[src/rtl/dsp_pkg.sv]
// rtl/dsp_pkg.sv - fixed-point constants, scheduler state type and phase wrap helper
package dsp_pkg;

    localparam logic [15:0]        PI_FIX      = 16'h6488;
    localparam logic signed [16:0] TWO_PI_FIX  = 17'sd51472;
    localparam logic [15:0]        PHASE_RESET = 16'hE000;

    typedef logic signed [15:0] fix16_13_t;
    typedef logic signed [15:0] fix16_14_t;

    typedef enum logic [1:0] {
        S_IDLE,
        S_ISSUE,
        S_DRAIN,
        S_DONE
    } sched_state_t;

    // Advance a phase by an unsigned increment, keeping it inside [-pi, pi].
    // Increments beyond pi are clamped so one subtraction of 2*pi always suffices.
    function automatic fix16_13_t wrapPhase(input fix16_13_t acc, input logic [15:0] inc);
        logic [15:0]        incClamped;
        logic signed [16:0] sum;
        incClamped = (inc > PI_FIX) ? PI_FIX : inc;
        sum = $signed({acc[15], acc}) + $signed({1'b0, incClamped});
        if (sum > $signed({1'b0, PI_FIX})) begin
            sum = sum - TWO_PI_FIX;
        end
        return sum[15:0];
    endfunction

endpackage

[src/rtl/voice_tag_fifo.sv]
// rtl/voice_tag_fifo.sv - small tag queue pairing core results with the voice that issued them
module voice_tag_fifo #(
    parameter int DEPTH = 4,
    parameter int W     = $clog2(DEPTH),
    parameter int CW    = $clog2(DEPTH + 1)
) (
    input  logic          sysClk,
    input  logic          nReset,
    input  logic          push,
    input  logic [W-1:0]  pushData,
    input  logic          pop,
    output logic [W-1:0]  popData,
    output logic          empty,
    output logic [CW-1:0] count
);

    logic [W-1:0] mem [DEPTH];
    logic [W-1:0] rdPtr;
    logic [W-1:0] wrPtr;
    logic         doPush;
    logic         doPop;

    function automatic logic [W-1:0] bump(input logic [W-1:0] p);
        return (p == W'(DEPTH - 1)) ? '0 : p + W'(1);
    endfunction

    assign empty   = (count == '0);
    assign doPop   = pop && !empty;
    assign doPush  = push && (count != CW'(DEPTH));
    assign popData = mem[rdPtr];

    // Storage and circular pointers; a pop on an empty queue is ignored.
    always_ff @(posedge sysClk or negedge nReset) begin
        if (!nReset) begin
            rdPtr <= '0;
            wrPtr <= '0;
            for (int i = 0; i < DEPTH; i++) begin
                mem[i] <= '0;
            end
        end else begin
            if (doPush) begin
                mem[wrPtr] <= pushData;
                wrPtr      <= bump(wrPtr);
            end
            if (doPop) begin
                rdPtr <= bump(rdPtr);
            end
        end
    end

    // Occupancy, which doubles as the outstanding-result count.
    always_ff @(posedge sysClk or negedge nReset) begin
        if (!nReset) begin
            count <= '0;
        end else if (doPush && !doPop) begin
            count <= count + CW'(1);
        end else if (doPop && !doPush) begin
            count <= count - CW'(1);
        end
    end

endmodule

[src/rtl/cordic_voice_scheduler.sv]
// rtl/cordic_voice_scheduler.sv - shares one pipelined sin/cos core among oscillator voices
module cordic_voice_scheduler
    import dsp_pkg::*;
#(
    parameter int NUM_VOICES = 4,
    parameter int PHASE_W    = 16
) (
    input  logic                          sysClk,
    input  logic                          nReset,
    input  logic                          audioClk,
    input  logic [NUM_VOICES*PHASE_W-1:0] phase_inc,
    input  logic [NUM_VOICES-1:0]         voice_en,
    input  logic                          clear_flags,
    output logic                          cordic_tvalid,
    output logic [PHASE_W-1:0]            cordic_tdata,
    input  logic                          cordic_rvalid,
    input  logic [31:0]                   cordic_rdata,
    output logic [NUM_VOICES*PHASE_W-1:0] voice_sin,
    output logic                          sample_valid,
    output logic                          overrun,
    output logic                          protocol_err
);

    localparam int TAG_W = $clog2(NUM_VOICES);
    localparam int CNT_W = $clog2(NUM_VOICES + 1);

    logic             audioSync1;
    logic             audioSync2;
    logic             audioSync3;
    logic             strobe;
    sched_state_t     state;
    sched_state_t     nextState;
    logic [TAG_W-1:0] voiceIdx;
    logic             lastVoice;
    logic             issueNow;
    logic [15:0]      incShadow [NUM_VOICES];
    logic [NUM_VOICES-1:0] enShadow;
    fix16_13_t        phaseAcc [NUM_VOICES];
    fix16_14_t        sampleShadow [NUM_VOICES];
    fix16_13_t        nextPhase;
    logic [TAG_W-1:0] tagOut;
    logic             tagEmpty;
    logic [CNT_W-1:0] tagCount;
    logic             unusedCos;

    // The core's cosine half is not needed by the mixer.
    assign unusedCos = ^cordic_rdata[31:16];

    assign strobe    = audioSync2 && !audioSync3;
    assign lastVoice = (voiceIdx == TAG_W'(NUM_VOICES - 1));
    assign issueNow  = (state == S_ISSUE) && enShadow[voiceIdx];
    assign nextPhase = wrapPhase(phaseAcc[voiceIdx], incShadow[voiceIdx]);

    voice_tag_fifo #(
        .DEPTH (NUM_VOICES),
        .W     (TAG_W),
        .CW    (CNT_W)
    ) tagFifo (
        .sysClk   (sysClk),
        .nReset   (nReset),
        .push     (issueNow),
        .pushData (voiceIdx),
        .pop      (cordic_rvalid),
        .popData  (tagOut),
        .empty    (tagEmpty),
        .count    (tagCount)
    );

    // Two-flop synchroniser for the audio strobe plus one flop for rising-edge detect.
    always_ff @(posedge sysClk or negedge nReset) begin
        if (!nReset) begin
            audioSync1 <= 1'b0;
            audioSync2 <= 1'b0;
            audioSync3 <= 1'b0;
        end else begin
            audioSync1 <= audioClk;
            audioSync2 <= audioSync1;
            audioSync3 <= audioSync2;
        end
    end

    // FSM state register.
    always_ff @(posedge sysClk or negedge nReset) begin
        if (!nReset) begin
            state <= S_IDLE;
        end else begin
            state <= nextState;
        end
    end

    // FSM next state: issue every voice, wait for all tags to return, publish once.
    always_comb begin
        nextState = state;
        case (state)
            S_IDLE:  if (strobe) nextState = S_ISSUE;
            S_ISSUE: if (lastVoice) nextState = S_DRAIN;
            S_DRAIN: if (tagCount == '0) nextState = S_DONE;
            S_DONE:  nextState = S_IDLE;
            default: nextState = S_IDLE;
        endcase
    end

    // FSM outputs: the core sees a phase only for enabled voices.
    always_comb begin
        cordic_tvalid = issueNow;
        cordic_tdata  = issueNow ? nextPhase : '0;
        sample_valid  = (state == S_DONE);
    end

    // Shadow inputs at the strobe, then step the voice index and accumulators.
    always_ff @(posedge sysClk or negedge nReset) begin
        if (!nReset) begin
            voiceIdx <= '0;
            enShadow <= '0;
            for (int v = 0; v < NUM_VOICES; v++) begin
                incShadow[v] <= '0;
                phaseAcc[v]  <= PHASE_RESET;
            end
        end else begin
            if ((state == S_IDLE) && strobe) begin
                voiceIdx <= '0;
                enShadow <= voice_en;
                for (int v = 0; v < NUM_VOICES; v++) begin
                    incShadow[v] <= phase_inc[v*PHASE_W +: PHASE_W];
                end
            end
            if (state == S_ISSUE) begin
                if (issueNow) begin
                    phaseAcc[voiceIdx] <= nextPhase;
                end
                if (!lastVoice) begin
                    voiceIdx <= voiceIdx + TAG_W'(1);
                end
            end
        end
    end

    // Collect results by tag; disabled voices contribute silence.
    always_ff @(posedge sysClk or negedge nReset) begin
        if (!nReset) begin
            for (int v = 0; v < NUM_VOICES; v++) begin
                sampleShadow[v] <= '0;
            end
        end else begin
            if ((state == S_ISSUE) && !enShadow[voiceIdx]) begin
                sampleShadow[voiceIdx] <= '0;
            end
            if (cordic_rvalid && !tagEmpty) begin
                sampleShadow[tagOut] <= cordic_rdata[15:0];
            end
        end
    end

    // Publish all voices at once so the mixer never sees a half-updated set.
    always_ff @(posedge sysClk or negedge nReset) begin
        if (!nReset) begin
            voice_sin <= '0;
        end else if ((state == S_DRAIN) && (nextState == S_DONE)) begin
            for (int v = 0; v < NUM_VOICES; v++) begin
                voice_sin[v*PHASE_W +: PHASE_W] <= sampleShadow[v];
            end
        end
    end

    // Sticky error flags; a new error in the same cycle as a clear keeps the flag set.
    always_ff @(posedge sysClk or negedge nReset) begin
        if (!nReset) begin
            overrun      <= 1'b0;
            protocol_err <= 1'b0;
        end else begin
            if (strobe && (state != S_IDLE)) begin
                overrun <= 1'b1;
            end else if (clear_flags) begin
                overrun <= 1'b0;
            end
            if (cordic_rvalid && tagEmpty) begin
                protocol_err <= 1'b1;
            end else if (clear_flags) begin
                protocol_err <= 1'b0;
            end
        end
    end

endmodule

[config.mk]
export PLATFORM = sky130hd
export DESIGN_NAME = cordic_voice_scheduler
export DESIGN_NICKNAME = d
export VERILOG_FILES = /design/src/rtl/dsp_pkg.sv /design/src/rtl/voice_tag_fifo.sv /design/src/rtl/cordic_voice_scheduler.sv
export SDC_FILE = /design/constraint.sdc
export NUM_CORES = 1
export LEC_CHECK = 0
export ABC_CLOCK_PERIOD_IN_PS = 10400
export BUFFER_PORTS_ARGS = -buffer_cell sky130_fd_sc_hd__buf_2
export CAP_MARGIN = 20
export CORE_ASPECT_RATIO = 0.7
export CORE_UTILIZATION = 52
export DETAILED_ROUTE_END_ITERATION = 7
export GPL_TIMING_DRIVEN = 1
export PLACE_DENSITY = 0.75
export SETUP_SLACK_MARGIN = 0.3
export SLEW_MARGIN = 15
export SYNTH_ARGS = -nofsm -noshare
export SYNTH_HDL_FRONTEND = slang
export SYNTH_SLANG_ARGS = --single-unit
[constraint.sdc]
create_clock -name sysClk -period 10.4 [get_ports sysClk]
set_input_delay 2.08 -clock sysClk [delete_from_list [all_inputs] [get_ports sysClk]]
set_output_delay 2.08 -clock sysClk [all_outputs]
set_load 0.1 [all_outputs]
==> flow_summary.yaml <==
finish:
  area_growth_pct: 16.61
  fillerInstances: 1874
  final_cell_mix: "dfrtp_1, buf_2, nand2_1, mux2_2, o21ai_0"
  nets: 1335
  layout_commonest_cell: "dfrtp_1"
  multi_input_area_um2: 5509
  regArea_um2: 7123
  drive_gt1_share_pct: 35.87
setup_path:
  crit_type: "register to output pin"
  timing.rr.start: "voiceIdx[0]"
  r2r_slack_ns: 3.83
  r2r_cells: 22
  critPathMaxFanout: 15
  cp_common_cell: "ha_1"
  worstPathRequired_ns: 8.32
  cpLargestDelayFamily: "compound AO/OA/AOI/OAI gates"
  critPathLaunchType: "register"
  cpPeakStageDelay_ns: 0.67
  cp_num_buf_inv: 3
  critPathCaptureType: "output pin"
  r2r-end: "phaseAcc[44]"
  crit_arrival_ns: 7.46
  path_cells: "mux4_2 > o31a_1 > o41ai_1 > nand2_1 > a211o_1 > a31oi_1 > buf_4 > and2_1 > ha_1 > fa_1 > a21o_1 > a21oi_1 > xnor2_1 > inv_1 > ha_1 > nand3_1 > nor3_1 > a2111oi_2 > o311ai_4 > a21oi_2 > mux2_2 > nor2_1 > buf_2"
  critPathSlowestCell: "dfrtp_2"
timing:
  tns_ns: 0
  period_minus_slack_ns: 9.541
  setup_violations: 0
  rsz0062_at_grt: "no"
  drv_slew: 0
  fin_crit_sh_pct: 91.74
  skew_ns: 0.01805
  fmax_mhz: 104.8
  slew_headroom_pct: 37.99
  finalHoldViolations: 0
  tightest_slew_ns: 0.9302
detailed_routing:
  finalWirelength_um: 30650
  detail_route.wl_per_cell_um: 19.90
  drc: 0
  detail-route-antenna-nets: 0
  vias_per_cell: 5.716
  vias: 8802
  dr.first_iter.drc_count: 591
  drtPass1Iterations: 5
placement:
  dp_hpwl_um: 21170
  io_buffers: 172
  place_congestion: 0.9428
global_route:
  grt_usage_pct: 24.81
  grt.overflow.total: 0
  antenna_found_initial: 2
  grt_pass1_vias: 8791
  grt_pass1_wl_um: 49270
  grt_max_degree: 160
synth:
  synth_nets: 1173
  netlist_area_um2: 12870
  seq_area_frac_synth_pct: 55.34
  synth_seq_cells: 284
  ys_warn_count: 0
  ys.flop_type: "dfrtp_1"
  async_flop_share_pct: 100.0
  synth_edf_count: 0
  synth_cell_types: 56
  syn-instance-count: 1038
  avgSynthCellArea_um2: 12.40
cts:
  cts_tree: "done"
  postCtsSetupRepairBufs: 0
  clkSinkCount: 284
  insertion_delay_ns: 0.55
  numCtsBuffers: 28
  cts-hold-fix-buffers: 0
  cts_resized: 0
  clkTransAtPathRegs_ns: 0.06
  htree_levels: 1
  clk_path_buf_depth: 3
  root_buffer: "clkbuf_16"
min_path:
  hold_depth: 0
  worst_hold_startpoint: "audioSync1"
  hold_path.class: "register to register"
  min_to: "audioSync2"
die:
  start_util_pct: 53.77
  dieWidth_um: 190.0
  ios: 189
  dieArea_um2: 25390
  fp-row-count: 47
  die_height_um: 133.6
  core_area_um2: 23930
flow_run:
  maxCapViolations: 0
status:
  status: "complete, no violations"
==> routing by layer <==
metal | vias up | global-route usage [%] | wire (um)
li1 | 4063 | - | -
met1 | 4451 | 39.64 | 15110
met2 | 247 | 35.12 | 13160
met3 | 39 | 4.821 | 1831
met4 | 2 | 4.659 | 530
met5 | - | 0 | 15
==> kinds of logic (layout without fill, tap and decap cells) <==
family,count (synthesis),after routing,synth area share [%]
AOI/OAI and AO/OA,198,198,10.78
xor gates and xnor gates,29,29,2.032
adders and majority gates,30,30,3.033
buffers and inverters,67,250,2.003
DFF,284,284,55.34
muxes,170,170,17.94
other,1,2,0.02914
and+or+nand+nor,259,259,8.847
==> area by class of cell <==
type	count	share of cell area, %
clock buffer	40	5.436
timing repair buffer	185	6.586
tap	318	2.651
multi-input combinational	687	36.71
clock inverter	11	0.7920
inverter	14	0.3501
sequential	284	47.46
antenna	1	0.01667
==> synth_stat cells (11+ instances only) <==
master      n  area share (%)
o21ai_1    11            0.43
nand2_1   142             4.1
xnor2_1    18             1.2
inv_1      14            0.41
nand3_1    20            0.78
o21ai_0    50             1.9
a21oi_1    33             1.3
a22o_1     49             3.3
clkbuf_1   43             1.3
dfstp_2    12             2.4
mux2_2    135              12
mux4_2     35             6.1
dfrtp_1   272              53
nor2_1     43             1.3
ha_1       28             2.7
and2_1     11            0.53
==> registers in the layout, indices dropped and copies added, names as in the netlist <==
| name | count |
|---|---|
| state | 2 |
| enShadow | 4 |
| overrun | 1 |
| audioSync2 | 1 |
| incShadow | 64 |
| sampleShadow | 64 |
| tagFifo.count | 3 |
| tagFifo.rdPtr | 2 |
| protocol_err | 1 |
| voice_sin | 64 |
| audioSync1 | 1 |
| voiceIdx | 2 |
| audioSync3 | 1 |
| phaseAcc | 64 |
| tagFifo.mem | 8 |
| tagFifo.wrPtr | 2 |
==> how the worst max path moves through the flow <==
| stage | from | endpoint | slack (ns) | depth (start not counted) |
|---|---|---|---|---|
| detailed placement | voiceIdx[0] | cordic_tdata[5] | 1.58 | 23 |
| CTS | voiceIdx[0] | cordic_tdata[5] | 0.94 | 23 |
| global placement | voiceIdx[0] | cordic_tdata[5] | 1.76 | 23 |
| global route | voiceIdx[0] | cordic_tdata[5] | 0.42 | 23 |
| floorplan | voiceIdx[0] | cordic_tdata[5] | 1.71 | 23 |
| finish | voiceIdx[0] | cordic_tdata[5] | 0.86 | 23 |
==> metrics by stage <==
stage	cells	setup WS, ns	utilization (%)	cell area [um2]	hold slack, ns
after floorplan	1038	1.714	-	12870	0.3312
after global placement	1486	1.763	58.70	14050	0.3356
after detailed placement	1486	1.585	58.70	14050	0.3347
after CTS	1537	0.9363	62.60	14980	0.3486
after global routing	1540	0.4232	62.71	15010	0.3720
final	1540	0.8593	62.71	15010	0.3480
Power is left out: the tool's default activity adds up to more than one toggle a clock period on the data nets, which glitch-free logic cannot reach.
